## src/rtl/ram_fifo_pkg.sv

```systemverilog
`default_nettype none
// ============================================================================
// Module  : ram_fifo_pkg
// Purpose : Definitions shared by the ram_fifo packet FIFO blocks. It holds
//           the write-side packet state encoding and the pointer-width helper
//           that both ram_fifo and ram_fifo_wr_ctrl use to size their
//           wrap-bit pointers.
// Contents: wr_state_e   write controller packet state
//           fifo_ptr_w() pointer width (address bits + wrap bit)
// Revision: 1.0  initial release
// ============================================================================
package ram_fifo_pkg;

  // Write-side packet state.
  //   IDLE : no beat of the current packet accepted yet (pend is always 0)
  //   PKT  : packet in progress, beats written at the private write pointer
  //   DROP : tail of an oversized packet, beats accepted and discarded
  typedef enum logic [1:0] {
    IDLE = 2'd0,
    PKT  = 2'd1,
    DROP = 2'd2
  } wr_state_e;

  // Pointer width for a FIFO of 'depth' entries: the address bits plus one
  // extra wrap bit, so that full (difference == depth) and empty
  // (difference == 0) can be told apart.
  function automatic int fifo_ptr_w(input int depth);
    return $clog2(depth) + 1;
  endfunction

endpackage : ram_fifo_pkg
`default_nettype wire

```

## src/rtl/ram_fifo_wr_ctrl.sv

```systemverilog
`default_nettype none
// ============================================================================
// Module  : ram_fifo_wr_ctrl
// Purpose : Write-side packet controller for ram_fifo. Beats of a packetised
//           stream are written into the FIFO RAM at a private write pointer
//           (waddr). The commit pointer seen by the read side (xaddr) only
//           advances when a packet ends cleanly; errored or oversized packets
//           rewind waddr to the last commit point, so the reader only ever
//           sees whole good packets.
// Ports   : clk, rst          clock, asynchronous active-high reset
//           s_data/s_valid/s_ready/s_last/s_err
//                             packet stream in (s_err sampled on last beat)
//           waddr, wdata, wen RAM write port to ram_fifo (waddr has wrap bit)
//           xaddr             commit pointer to ram_fifo
//           fifo_count        committed occupancy from ram_fifo
//           pkt_cnt, drop_cnt committed / dropped packet counters (wrap)
// Revision: 1.0  initial release
// ============================================================================
module ram_fifo_wr_ctrl
  import ram_fifo_pkg::*;
#(
  parameter int DATA_WIDTH   = 8,
  parameter int DEPTH        = 16,
  parameter int CNT_WIDTH    = 16,
  localparam int ADDR_WIDTH  = $clog2(DEPTH),
  localparam int PTR_W       = fifo_ptr_w(DEPTH)
) (
  input  logic                  clk,
  input  logic                  rst,
  input  logic [DATA_WIDTH-1:0] s_data,
  input  logic                  s_valid,
  output logic                  s_ready,
  input  logic                  s_last,
  input  logic                  s_err,
  output logic [PTR_W-1:0]      waddr,
  output logic [DATA_WIDTH-1:0] wdata,
  output logic                  wen,
  output logic [PTR_W-1:0]      xaddr,
  input  logic [PTR_W-1:0]      fifo_count,
  output logic [CNT_WIDTH-1:0]  pkt_cnt,
  output logic [CNT_WIDTH-1:0]  drop_cnt
);

  // DEPTH is a power of two, so as a wrap-bit pointer difference it is the
  // wrap bit alone.
  localparam logic [PTR_W-1:0] DEPTH_P = {1'b1, {ADDR_WIDTH{1'b0}}};

  // --------------------------------------------------------------------------
  // State
  // --------------------------------------------------------------------------
  wr_state_e              state_q,    state_d;
  logic [PTR_W-1:0]       waddr_q,    waddr_d;
  logic [PTR_W-1:0]       xaddr_q,    xaddr_d;
  logic [CNT_WIDTH-1:0]   pkt_cnt_q,  pkt_cnt_d;
  logic [CNT_WIDTH-1:0]   drop_cnt_q, drop_cnt_d;

  // --------------------------------------------------------------------------
  // Occupancy
  // --------------------------------------------------------------------------
  logic [PTR_W-1:0] pend;       // written but not yet committed beats
  logic [PTR_W-1:0] used;       // pend + committed beats still unread
  logic             space;
  logic             pend_full;  // current packet alone fills the RAM
  logic             in_drop;
  logic             accept;
  logic             overflow;
  logic [PTR_W-1:0] waddr_inc;

  // All pointer arithmetic is modulo 2^PTR_W; the wrap bit makes the
  // differences unambiguous between 0 and DEPTH.
  assign pend      = waddr_q - xaddr_q;
  assign used      = pend + fifo_count;
  assign space     = (used != DEPTH_P);
  assign pend_full = (pend == DEPTH_P);
  assign in_drop   = (state_q == DROP);
  assign waddr_inc = waddr_q + PTR_W'(1);

  // With pend == DEPTH the RAM holds nothing but the current packet, which
  // cannot fit. Keep accepting so the packet is rolled back and drained
  // instead of stalling forever waiting for space that never comes.
  assign s_ready  = in_drop | space | pend_full;
  assign accept   = s_valid & s_ready;
  assign overflow = accept & pend_full & ~in_drop;

  // Combinational write port: a beat is written in the cycle it is accepted.
  assign wen   = accept & ~in_drop & ~overflow;
  assign wdata = s_data;

  // --------------------------------------------------------------------------
  // Next-state logic
  // --------------------------------------------------------------------------
  always_comb begin
    state_d    = state_q;
    waddr_d    = waddr_q;
    xaddr_d    = xaddr_q;
    pkt_cnt_d  = pkt_cnt_q;
    drop_cnt_d = drop_cnt_q;

    if (accept) begin
      case (state_q)
        DROP: begin
          // Discard the tail; the drop was already counted at rollback and
          // s_err no longer matters.
          if (s_last) begin
            state_d = IDLE;
          end
        end

        default: begin  // IDLE, PKT
          if (overflow) begin
            // Packet longer than the RAM: rewind and drain the remainder.
            waddr_d    = xaddr_q;
            drop_cnt_d = drop_cnt_q + CNT_WIDTH'(1);
            state_d    = s_last ? IDLE : DROP;
          end else if (s_last) begin
            if (s_err) begin
              // The errored last beat was written, but rewinding waddr
              // makes that write invisible and reusable.
              waddr_d    = xaddr_q;
              drop_cnt_d = drop_cnt_q + CNT_WIDTH'(1);
            end else begin
              // Publish the packet; its last beat lands in RAM on the same
              // edge that moves xaddr, so the reader never sees it early.
              waddr_d   = waddr_inc;
              xaddr_d   = waddr_inc;
              pkt_cnt_d = pkt_cnt_q + CNT_WIDTH'(1);
            end
            state_d = IDLE;
          end else begin
            waddr_d = waddr_inc;
            state_d = PKT;
          end
        end
      endcase
    end
  end

  // --------------------------------------------------------------------------
  // Registers
  // --------------------------------------------------------------------------
  always_ff @(posedge clk or posedge rst) begin
    if (rst) begin
      state_q    <= IDLE;
      waddr_q    <= '0;
      xaddr_q    <= '0;
      pkt_cnt_q  <= '0;
      drop_cnt_q <= '0;
    end else begin
      state_q    <= state_d;
      waddr_q    <= waddr_d;
      xaddr_q    <= xaddr_d;
      pkt_cnt_q  <= pkt_cnt_d;
      drop_cnt_q <= drop_cnt_d;
    end
  end

  assign waddr    = waddr_q;
  assign xaddr    = xaddr_q;
  assign pkt_cnt  = pkt_cnt_q;
  assign drop_cnt = drop_cnt_q;

endmodule : ram_fifo_wr_ctrl
`default_nettype wire
```

## config.mk

```make
export PLATFORM = sky130hd
export DESIGN_NAME = ram_fifo_wr_ctrl
export DESIGN_NICKNAME = d
export VERILOG_FILES = /design/src/rtl/ram_fifo_pkg.sv /design/src/rtl/ram_fifo_wr_ctrl.sv
export SDC_FILE = /design/constraint.sdc
export NUM_CORES = 1
export LEC_CHECK = 0
export BUFFER_PORTS_ARGS = -buffer_cell sky130_fd_sc_hd__buf_2
export CORE_AREA = 5 5 80 82
export CTS_CLUSTER_SIZE = 28
export DETAILED_ROUTE_END_ITERATION = 10
export DIE_AREA = 0 0 85 87
export PLACE_DENSITY = 0.73
export SYNTH_ARGS = -nofsm -noshare
export SYNTH_HDL_FRONTEND = slang
export SYNTH_SLANG_ARGS = --single-unit
```

## constraint.sdc

```tcl
create_clock -name clk -period 4.2 [get_ports clk]
set_input_delay 1.26 -clock clk [delete_from_list [all_inputs] [get_ports clk]]
set_output_delay 1.26 -clock clk [all_outputs]
set_load 0.01 [all_outputs]
```

==> impl_metrics.csv <==
group,metric,value,unit
status,status,"finished with violations",
status,violations,"negative setup slack",
finish,drive_gt1_share,29.1,%
cts,cts.sinks,44,
placed_design,dpl_cell_area,2830,µm²
setup_path,arrival,3.03,ns
logic_synthesis,synth-compound-area-share,6.99,%
setup_path,crit_chain,"ha_4, fa_2, xnor2_4, ha_4, a21oi_2, nand2_1, xor2_1, nor4_2, nand2_1, nor2_2, inv_1, buf_2",
setup_path,critPathTopFamily,"adder cells",
logic_synthesis,synth_top_flop_cell,"dfrtp_1",
global_routing,antenna_found_initial,0,
setup_path,cp-start-kind,"register",
power_and_ir_drop,internal-power,0.00138,W
power_and_ir_drop,powerDensity,782,nW/µm²
power_and_ir_drop,peakVddDrop,0.000747,V
sta,skew,0.00348,ns
global_routing,grt_pass1_vias,1877,
power_and_ir_drop,pwr-share-seq,27.2,%
global_routing,track_usage,14.4,%
setup_path,endpoint_kind,"output pin",
sta,finalCritPeriodShare,102,%
placed_design,dp_hpwl,3800,µm
cts,clock_latency,0.28,ns
power_and_ir_drop,combPwrFrac,60.9,%
logic_synthesis,synth_top_family_by_area,"simple AND/OR/NAND/NOR gates",
sta,period_minus_slack,4.29,ns
sta,setup_ws,-0.0852,ns
sta,finalSetupViolations,2,
logic_synthesis,synthArstFlopShare,100,%
sta,slew_headroom,58.4,%
logic_synthesis,synth.area.mux_share,1.76,%
finish,syn_to_final_growth,22.0,%
min_path,min-delay-start,"pkt_cnt[15]",
logic_synthesis,synth_xor_area_share,14.7,%
routing,routed-via-count,1895,
finish,stdcell_area,3040,µm²
placed_design,portBuffers,53,
cts,path_clk_slew,0.08,ns
global_routing,grt_pass1_wl,8690,µm
logic_synthesis,synthAdderAreaFrac,7.64,%
sta,fmax,233,MHz
cts,numCtsBuffers,5,
floorplan,die_area,7400,µm²
power_and_ir_drop,switching_share,42.0,%
placed_design,gp_congestion,0.743,
routing,post-route-drc-count,0,
finish,final_cell_mix,"buf_2, dfrtp_1, xnor2_1",
finish,fillerInstances,549,
finish,n_antenna_cell,0,
finish,layout.nets,338,
cts,cts_root_buffer,"clkbuf_8",
min_path,hold_class,"register to register",
cts,htreeDepth,2,
routing,routed_wl,5090,µm
logic_synthesis,synth_edf_count,0,
logic_synthesis,synthSimpleGateAreaFrac,19.2,%
logic_synthesis,ys.warnings.count,0,
setup_path,crit_buf_inv,2,
routing,final_antenna_net_count,0,
setup_path,critPathRequiredTime,2.94,ns
setup_path,r2r_slack,0.73,ns
setup_path,crit_fanout,4,
floorplan,die_y,87,µm
setup_path,cp_slowest_cell,"dfrtp_2",
floorplan,core_area,5680,µm²
sta,worstMarginPinSlew,0.623,ns
routing,initialDrtViolationCount,46,
setup_path,crit_type,"register to output pin",
logic_synthesis,ys_seq_elements,44,
sta,hold_viol,0,
routing,drt_pass1_iterations,4,
routing,wire_per_inst,13.4,µm
floorplan,die_x,85,µm
setup_path,cpPeakStageDelay,0.46,ns
logic_synthesis,synth_cell_types,35,
setup_path,r2r_cells,12,
cts,cts_hold_buf,0,
flow_run,cap_violations,0,
cts,cts_tree,"built",
finish,final_common_cell,"buf_2",
logic_synthesis,syn_inst,249,
logic_synthesis,synth_nets,281,
power_and_ir_drop,p_leak,1.48,nW
sta,holdWs,0.464,ns
setup_path,reg2reg_from,"xaddr[0]",
min_path,hold_end,"pkt_cnt[15]",
logic_synthesis,syn_area,2490,µm²
floorplan,initial_core_util,43.8,%
global_routing,gr-total-overflow,0,
floorplan,rows,28,
sta,rsz0062_at_grt,"yes",
setup_path,r2r-end,"drop_cnt[1]",
power_and_ir_drop,p_switching,0.000997,W
global_routing,grt_start_max_net_pins,45,
sta,slew_violations,0,
logic_synthesis,ys_seq_area_share,44.2,%
cts,cts_buffer_depth,2,
routing,avgViaCountPerCell,4.97,
logic_synthesis,post_synth.cell_area_avg,9.99,µm²
min_path,min_path_cells,1,
power_and_ir_drop,clkPwrFrac,11.8,%
floorplan,io_pins,70,
==> cell families after synthesis <==
group | after synthesis
muxes | 4
and+or+nand+nor | 91
xor gates and xnor gates | 41
buffers and inverters | 26
DFF | 44
AOI/OAI and AO/OA | 29
adders and majority gates | 14
==> stage by stage <==
stage | setup slack, ns | setup TNS (ns) | utilization, % | power [W] | std cells
floorplan | 0.0675 | 0 | - | 0.00149 | 249
global placement | 0.0142 | 0 | 49.8 | 0.00186 | 373
detailed placement | -0.0101 | -0.0160 | 49.8 | 0.00190 | 373
CTS | 0.00221 | 0 | 51.9 | 0.00224 | 380
global route | -0.294 | -0.542 | 53.5 | 0.00259 | 381
finish | -0.0852 | -0.140 | 53.5 | 0.00238 | 381
==> sequential cells by signal (all words and copies together) (netlist names) <==
register,flops
pkt_cnt,16
waddr,5
drop_cnt,16
state_q,2
xaddr,5
==> worst max path at each step <==
| stage | start | endpoint | slack [ns] | depth (start not counted) |
|---|---|---|---|---|
| after CTS | xaddr[0] | s_ready | 0.002 | 12 |
| after global placement | fifo_count[0] | s_ready | 0.01 | 11 |
| after global routing | xaddr[0] | s_ready | -0.29 | 12 |
| after floorplan | fifo_count[0] | wen | 0.07 | 7 |
| after detailed placement | fifo_count[0] | s_ready | -0.01 | 11 |
| final | xaddr[0] | s_ready | -0.09 | 12 |
==> Yosys cell counts (all sizes together), types with 2 or more instances <==
master	n	share of area (%)
nand4	8	2.0
inv	13	2.0
o21ai	12	2.4
nor2	14	2.1
nand2	24	3.6
xor2	13	4.9
nor3	5	1.0
and3	9	2.3
mux2	3	1.4
ha	12	6.0
a21oi	12	2.4
xnor2	28	9.9
nor2b	3	0.75
fa	2	1.6
dfrtp	44	44
nand2b	4	1.0
or3	3	0.96
and4	5	1.9
and2	3	0.75
nand3	10	2.0
buf	12	3.3
==> what timing repair did <==
action	4_1_cts	5_1_grt
gates resized for setup	4	13
pin swaps	1	10
buffers inserted	0	1
endpoints found under the setup margin	2	2
==> per-layer routing <==
metal	wire, µm	up-vias	global-route usage [%]
li1	-	953	-
met1	2220	899	17.3
met2	2510	41	25.8
met3	334	2	3.88
met4	20	0	3.17
met5	0	-	0
==> final cells by class <==
cell class	instances	area (µm²)	share of cell area (%)
tap	75	93.8	3.09
clock buffer	7	96.3	3.17
multi-input combinational	179	1350	44.4
inverter	13	48.8	1.61
timing repair buffer	63	347	11.4
sequential	44	1100	36.3
==> power by group through the flow <==
stage | combinational [W] | sequential [W] | clock, W
3_5_place_dp | 0.00126 | 0.000646 | 0
6_report | 0.00145 | 0.000647 | 0.000281
5_1_grt | 0.00161 | 0.000668 | 0.000310
4_1_cts | 0.00131 | 0.000640 | 0.000291
2_1_floorplan | 0.000805 | 0.000682 | 0
3_3_place_gp | 0.00122 | 0.000644 | 0
Note: power is estimated with default switching activity, not from simulation.
